==> config.mk <==
export PLATFORM = sky130hd
export DESIGN_NAME = fifo_ctrl_flat
export DESIGN_NICKNAME = d
export VERILOG_FILES = /design/src/rtl/fifo_pkg.sv /design/src/rtl/fifo_if.sv /design/src/rtl/fifo_ptr.sv /design/src/rtl/fifo_ctrl.sv /design/src/flat_wrapper.sv
export SDC_FILE = /design/constraint.sdc
export NUM_CORES = 1
export LEC_CHECK = 0
export CELL_PAD_IN_SITES_DETAIL_PLACEMENT = 1
export CELL_PAD_IN_SITES_GLOBAL_PLACEMENT = 1
export CORE_MARGIN = 2
export CORE_UTILIZATION = 36
export DETAILED_ROUTE_END_ITERATION = 10
export HOLD_SLACK_MARGIN = 0.12
export PLACE_DENSITY = 0.82
export SLEW_MARGIN = 10
export SYNTH_ARGS = -nofsm -noshare
export SYNTH_HDL_FRONTEND = slang
export SYNTH_SLANG_ARGS = --single-unit
==> constraint.sdc <==
create_clock -name clk -period 3.3 [get_ports clk]
set_input_delay 0.825 -clock clk [delete_from_list [all_inputs] [get_ports clk]]
set_output_delay 0.825 -clock clk [all_outputs]
set_load 0.005 [all_outputs]
==> src/rtl/fifo_pkg.sv <==
// Shared constants and types for the FIFO controller that fronts the 16x8 RAM.
package fifo_pkg;

  localparam int ADDR_W        = 4;
  localparam int DEPTH         = 16;
  localparam int AF_THRESH_DEF = 12;
  localparam int AE_THRESH_DEF = 4;

  // Pointer carries one extra wrap bit above the RAM address bits.
  typedef logic [ADDR_W:0]   ptr_t;
  typedef logic [ADDR_W-1:0] addr_t;

  // RAM address portion of a wrap-bit pointer.
  function automatic addr_t ptr_addr(input ptr_t p);
    return p[ADDR_W-1:0];
  endfunction

  // Wrap bit of a pointer.
  function automatic logic ptr_wrap(input ptr_t p);
    return p[ADDR_W];
  endfunction

endpackage

==> src/rtl/fifo_if.sv <==
// Client/RAM-side signal bundle of the FIFO controller.
interface fifo_if;
  import fifo_pkg::*;

  logic  push;
  logic  pop;
  logic  ram_write;
  logic  ram_read;
  addr_t wr_addr;
  addr_t rd_addr;
  logic  rd_valid;
  logic  full;
  logic  empty;
  logic  almost_full;
  logic  almost_empty;
  ptr_t  count;
  logic  overflow;
  logic  underflow;

  // Client side: issues requests, observes strobes and status.
  modport master (
    output push, pop,
    input  ram_write, ram_read, wr_addr, rd_addr, rd_valid,
    input  full, empty, almost_full, almost_empty, count, overflow, underflow
  );

  // Controller side.
  modport slave (
    input  push, pop,
    output ram_write, ram_read, wr_addr, rd_addr, rd_valid,
    output full, empty, almost_full, almost_empty, count, overflow, underflow
  );

endinterface

==> src/rtl/fifo_ptr.sv <==
// Wrap-bit pointer register: increments on enable, wraps from the top
// address back to 0 while toggling the wrap bit (natural binary overflow).
module fifo_ptr
  import fifo_pkg::*;
(
  input  logic clk,
  input  logic rst,
  input  logic inc_i,
  output ptr_t ptr_o
);

  ptr_t ptr_q;
  ptr_t ptr_d;

  // Next pointer value: advance by one when enabled.
  always_comb begin
    ptr_d = ptr_q;
    if (inc_i) begin
      ptr_d = ptr_q + ptr_t'(1'b1);
    end else begin
      ptr_d = ptr_q;
    end
  end

  // Pointer register with synchronous active-low reset.
  always_ff @(posedge clk) begin
    if (!rst) begin
      ptr_q <= ptr_t'(1'b0);
    end else begin
      ptr_q <= ptr_d;
    end
  end

  assign ptr_o = ptr_q;

endmodule

==> src/rtl/fifo_ctrl.sv <==
// FIFO controller: converts push/pop into RAM strobes and addresses, tracks
// occupancy with wrap-bit pointers and reports status and sticky errors.
module fifo_ctrl
  import fifo_pkg::*;
#(
  parameter int AF_THRESH = AF_THRESH_DEF,
  parameter int AE_THRESH = AE_THRESH_DEF
)
(
  input  logic   clk,
  input  logic   rst,
  fifo_if.slave  bus
);

  localparam ptr_t AF_T = ptr_t'(AF_THRESH);
  localparam ptr_t AE_T = ptr_t'(AE_THRESH);

  ptr_t wr_ptr_s;
  ptr_t rd_ptr_s;
  ptr_t count_s;
  logic full_s;
  logic empty_s;
  logic wr_acc_s;
  logic rd_acc_s;

  logic rd_valid_q, rd_valid_d;
  logic overflow_q, overflow_d;
  logic underflow_q, underflow_d;

  fifo_ptr u_wr_ptr (
    .clk   (clk),
    .rst   (rst),
    .inc_i (wr_acc_s),
    .ptr_o (wr_ptr_s)
  );

  fifo_ptr u_rd_ptr (
    .clk   (clk),
    .rst   (rst),
    .inc_i (rd_acc_s),
    .ptr_o (rd_ptr_s)
  );

  // Occupancy, flags and acceptance; strobes are held low during reset so
  // no access reaches the RAM while contents are being discarded.
  always_comb begin
    full_s   = (ptr_addr(wr_ptr_s) == ptr_addr(rd_ptr_s)) &&
               (ptr_wrap(wr_ptr_s) != ptr_wrap(rd_ptr_s));
    empty_s  = (wr_ptr_s == rd_ptr_s);
    count_s  = wr_ptr_s - rd_ptr_s;
    rd_acc_s = rst & bus.pop & ~empty_s;
    wr_acc_s = rst & bus.push & (~full_s | rd_acc_s);
  end

  // Next state of read-valid and sticky error bits.
  always_comb begin
    rd_valid_d  = rd_acc_s;
    overflow_d  = overflow_q  | (bus.push & ~wr_acc_s);
    underflow_d = underflow_q | (bus.pop  & ~rd_acc_s);
  end

  // Status registers with synchronous active-low reset.
  always_ff @(posedge clk) begin
    if (!rst) begin
      rd_valid_q  <= 1'b0;
      overflow_q  <= 1'b0;
      underflow_q <= 1'b0;
    end else begin
      rd_valid_q  <= rd_valid_d;
      overflow_q  <= overflow_d;
      underflow_q <= underflow_d;
    end
  end

  assign bus.ram_write    = wr_acc_s;
  assign bus.ram_read     = rd_acc_s;
  assign bus.wr_addr      = ptr_addr(wr_ptr_s);
  assign bus.rd_addr      = ptr_addr(rd_ptr_s);
  assign bus.rd_valid     = rd_valid_q;
  assign bus.full         = full_s;
  assign bus.empty        = empty_s;
  assign bus.almost_full  = (count_s >= AF_T);
  assign bus.almost_empty = (count_s <= AE_T);
  assign bus.count        = count_s;
  assign bus.overflow     = overflow_q;
  assign bus.underflow    = underflow_q;

endmodule

==> src/flat_wrapper.sv <==
// flat-port wrapper written by rule: the top's interface ports become plain ports
module fifo_ctrl_flat import fifo_pkg::*;
#(
  parameter int AF_THRESH = AF_THRESH_DEF,
  parameter int AE_THRESH = AE_THRESH_DEF
)
  (clk, rst, bus_push, bus_pop, bus_ram_write, bus_ram_read, bus_wr_addr, bus_rd_addr, bus_rd_valid, bus_full, bus_empty, bus_almost_full, bus_almost_empty, bus_count, bus_overflow, bus_underflow);
  fifo_if bus_i ();
  input  logic clk;
  input  logic rst;
  input wire logic [$bits(bus_i.push)-1:0] bus_push;
  input wire logic [$bits(bus_i.pop)-1:0] bus_pop;
  output wire logic [$bits(bus_i.ram_write)-1:0] bus_ram_write;
  output wire logic [$bits(bus_i.ram_read)-1:0] bus_ram_read;
  output wire logic [$bits(bus_i.wr_addr)-1:0] bus_wr_addr;
  output wire logic [$bits(bus_i.rd_addr)-1:0] bus_rd_addr;
  output wire logic [$bits(bus_i.rd_valid)-1:0] bus_rd_valid;
  output wire logic [$bits(bus_i.full)-1:0] bus_full;
  output wire logic [$bits(bus_i.empty)-1:0] bus_empty;
  output wire logic [$bits(bus_i.almost_full)-1:0] bus_almost_full;
  output wire logic [$bits(bus_i.almost_empty)-1:0] bus_almost_empty;
  output wire logic [$bits(bus_i.count)-1:0] bus_count;
  output wire logic [$bits(bus_i.overflow)-1:0] bus_overflow;
  output wire logic [$bits(bus_i.underflow)-1:0] bus_underflow;
  assign bus_i.push = bus_push;
  assign bus_i.pop = bus_pop;
  assign bus_ram_write = bus_i.ram_write;
  assign bus_ram_read = bus_i.ram_read;
  assign bus_wr_addr = bus_i.wr_addr;
  assign bus_rd_addr = bus_i.rd_addr;
  assign bus_rd_valid = bus_i.rd_valid;
  assign bus_full = bus_i.full;
  assign bus_empty = bus_i.empty;
  assign bus_almost_full = bus_i.almost_full;
  assign bus_almost_empty = bus_i.almost_empty;
  assign bus_count = bus_i.count;
  assign bus_overflow = bus_i.overflow;
  assign bus_underflow = bus_i.underflow;
  fifo_ctrl #(.AF_THRESH(AF_THRESH), .AE_THRESH(AE_THRESH)) u_core (.clk(clk), .rst(rst), .bus(bus_i));
endmodule
==> impl_results.md <==
- Max Clk Rate: roughly 310 MHz
- Worst R2R Path Depth: 7
- Drc violations: 0
- Status: completed
- WL/cell: 13.6 µm
- Synthesis Warnings: 0
- Max Cap Viol: 0
- Initial antenna violation count: 0
- Final WL: 2040 µm
- Chip width: 52.7 µm
- Setup TNS: 0 ns
- VDD IR-drop max: 0.238 mV
- Post-synth EDFFs: 0
- Syn Area/Cell: ~8.8 µm²
- Endpoint type of the worst setup path: output pin
- Synth top area share: 30.5%
- H-tree depth: 1
- CP Data Required Time: 2.47 ns
- Pwr Density: 485 nW/µm²
- Startpoint types: primary input
- Setup violators final: 0
- Crit path kind: in -> out
- Std-Cell Rows: 17
- Root buf cell: clkbuf_4
- WHS Path Cells: 2
- Hold Crit Class: reg -> reg
- Routed vias/inst: about 5.0
- Reg-to-Reg Start: u_core.u_rd_ptr.ptr_o[3]$_SDFFE_PN0P_
- Leakage power: 0.000438 µW
- Slew headroom: 75.5%
- Post-Place Cell Area: between 1000 and 1500 µm²
- Worst-margin pin slew: approximately 0.37 ns
- Hold Vio Cnt, Final: 0
- Number of port buffers: 25
- Detailed placement HPWL: 1650 µm
- Reg2reg setup slack: between 1 and 1.5 ns
- Critical path's largest stage delay: roughly 0.57 ns
- I/O pins: 26
- Top cells by count, synth: dfxtp_1 (13), nor2_1 (13), buf_4 (8), inv_1 (8), o21ai_0 (7)
- P&R area growth vs syn: 36.1%
- Cell area after layout: 1160 µm²
- Clk Latency, worst-skew pair: 0.27 ns
- #FFs+latches synth: 13
- Post-CTS Hold Buffers: 0
- Area leader, netlist: dfxtp_1
- Total congestion overflow: 0
- Total clock sinks: 13
- First-pass GRT wire length: approximately 3300 µm
- PostCTS Resize Cnt: 4
- Synth Flop Type: dfxtp_1
- Num CTS Buffers: 3
- Synth Cell Area: 852 µm²
- DRT Pass-1 Iters: 2
- CTS clock-pin slew for the worst setup and hold paths: 0.08 ns
- Postcts setup bufs: 0
- CP most frequent cell: clkdlybuf4s50_1
- Worst path slowest cell: clkdlybuf4s50_1
- Vias in the first global route: roughly 750
- Worst reg2reg endpoint: u_core.u_rd_ptr.ptr_o[3]$_SDFFE_PN0P_
- Layout cells sized above 1: 17.2%
- Tot GR Track Use: 16.2%
- Synth top area cells: dfxtp_1 (31%), ha_1 (8.8%), buf_4 (7.0%), nor2_1 (5.7%), o21ai_0 (4.1%)
- WHS Endpoint: u_core.bus.overflow$_SDFF_PN0_
- CTS tree: done
- Cell count after synthesis: 97
- Core area: between 2000 and 2500 µm²
- CP top delay family: buffers and inverters
- Pwr Total: 563 µW
- Post-DRT Antenna Nets: 0
- Ys async rst share: 0%
- Final nets: 134
- Worst Path Buf+Inv: 2
- Largest net degree at the start of global routing: 9
- CP max FO: 8
- Worst Path Arrival: between 2 and 2.5 ns
- Critical-path cell list: clkdlybuf4s50_1 > o31ai_4 > nor2_1 > clkdlybuf4s50_1
- RSZ-0062 raised after global routing: no
- Hold_sp: u_core.bus.overflow$_SDFF_PN0_
- Share of the yosys chip area belonging to registers: 30.5%
- Die Span Y: 52.7 µm
- Layout Skew: around 0.0016 ns
- Period utilization: around 97%
- Bufs on Longest Clock Path: 2
- DR vias: 751
- Final Critical Period: 3.21 ns
- Diodes inserted: 0
- Starting Density: a little under two fifths
- Gpl congestion: 0.802
- Mapped Nets: 108
- Fin. max-slew vios: 0
- Yosys cell types: 31
- Die Area: approximately 2800 µm²
- Initial DRC Count: 6
## worst register-to-register path, stage by stage, from the launching register on
cell     delay, ns
dfxtp_1       0.41
inv_1         0.07
ha_1          0.34
nand4_1       0.14
buf_4         0.18
o21ai_2       0.12
or3_1         0.37
a21oi_1       0.16
## stage by stage
step / std cells / utilization (%) / setup WS, ns / hold slack, ns
after floorplan: 97 / - / 0.817 / 0.460
after global placement: 146 / 49.7 / 0.129 / 0.459
after detailed placement: 146 / 49.7 / 0.0876 / 0.464
after CTS: 150 / 51.0 / 0.0436 / 0.478
after global routing: 150 / 51.9 / 0.00184 / 0.526
final: 150 / 51.9 / 0.0866 / 0.471
## final cells by class
cell class	instances	area (µm²)
fillers	267	1070
inverters	8	30.0
multi-input cells	67	518
well taps	28	35.0
clock buffers	4	26.3
repair buffers	30	287
flip-flops and latches	13	264
## where the power goes
group	internal [µW]	switching, µW
sequential	169	8.27
clock	46.8	49.4
combinational	165	124
total	381	182
## per-layer routing
layer / up-vias / track usage [%] / share of wire [%] / routed length [µm]
li1: 378 / - / - / -
met3: 2 / 2.57 / 3.1 / 63
met1: 356 / 20.4 / 44 / 903
met2: 15 / 27.9 / 52 / 1060
met5: - / 0 / 0 / 0
met4: 0 / 5.13 / 0.59 / 12
## cell families (layout without fill, tap and decap cells)
logic type	after synthesis	in the layout	synth area share (%)
AO/OA/AOI/OAI	21	21	18.1
XOR/XNOR	8	8	9.99
adder cells (fa/ha/maj)	7	7	11.2
buffers and inverters	17	42	11.0
flip-flops	13	13	30.5
multiplexers	1	1	1.17
AND/OR/NAND/NOR	30	30	18.1
## state kept, by name, summed over array words and instances (netlist names)
name	cells
u_core.u_rd_ptr.ptr_o	5
u_core.bus.rd_valid	1
u_core.bus.underflow	1
u_core.u_wr_ptr.ptr_o	5
u_core.bus.overflow	1
## worst max-delay path by stage
stage | slack (ns) | startpoint | cells after the start | end
floorplan | 0.82 | u_core.u_rd_ptr.ptr_o[1]$_SDFFE_PN0P_ | 6 | bus_almost_full
global placement | 0.13 | bus_pop | 4 | bus_ram_write
detailed placement | 0.09 | bus_pop | 4 | bus_ram_write
CTS | 0.04 | u_core.u_wr_ptr.ptr_o[1]$_SDFFE_PN0P_ | 6 | bus_almost_full
global route | 0.002 | u_core.u_wr_ptr.ptr_o[0]$_SDFFE_PN0P_ | 8 | bus_almost_full
finish | 0.09 | bus_pop | 4 | bus_ram_write
## cells in the final DEF (no fill, tap or decap), types with 3 or more instances in the layout
| cell type | n |
|---|---|
| dfxtp_1 | 10 |
| or3_1 | 4 |
| a21oi_1 | 5 |
| ha_1 | 4 |
| nor2_1 | 13 |
| xor2_1 | 3 |
| clkdlybuf4s50_1 | 24 |
| o21ai_0 | 5 |
| clkbuf_4 | 3 |
| xnor2_1 | 3 |
| dfxtp_2 | 3 |
| buf_4 | 5 |
| inv_1 | 8 |
| nand3_1 | 4 |
Power figures use the tool's default switching activity.
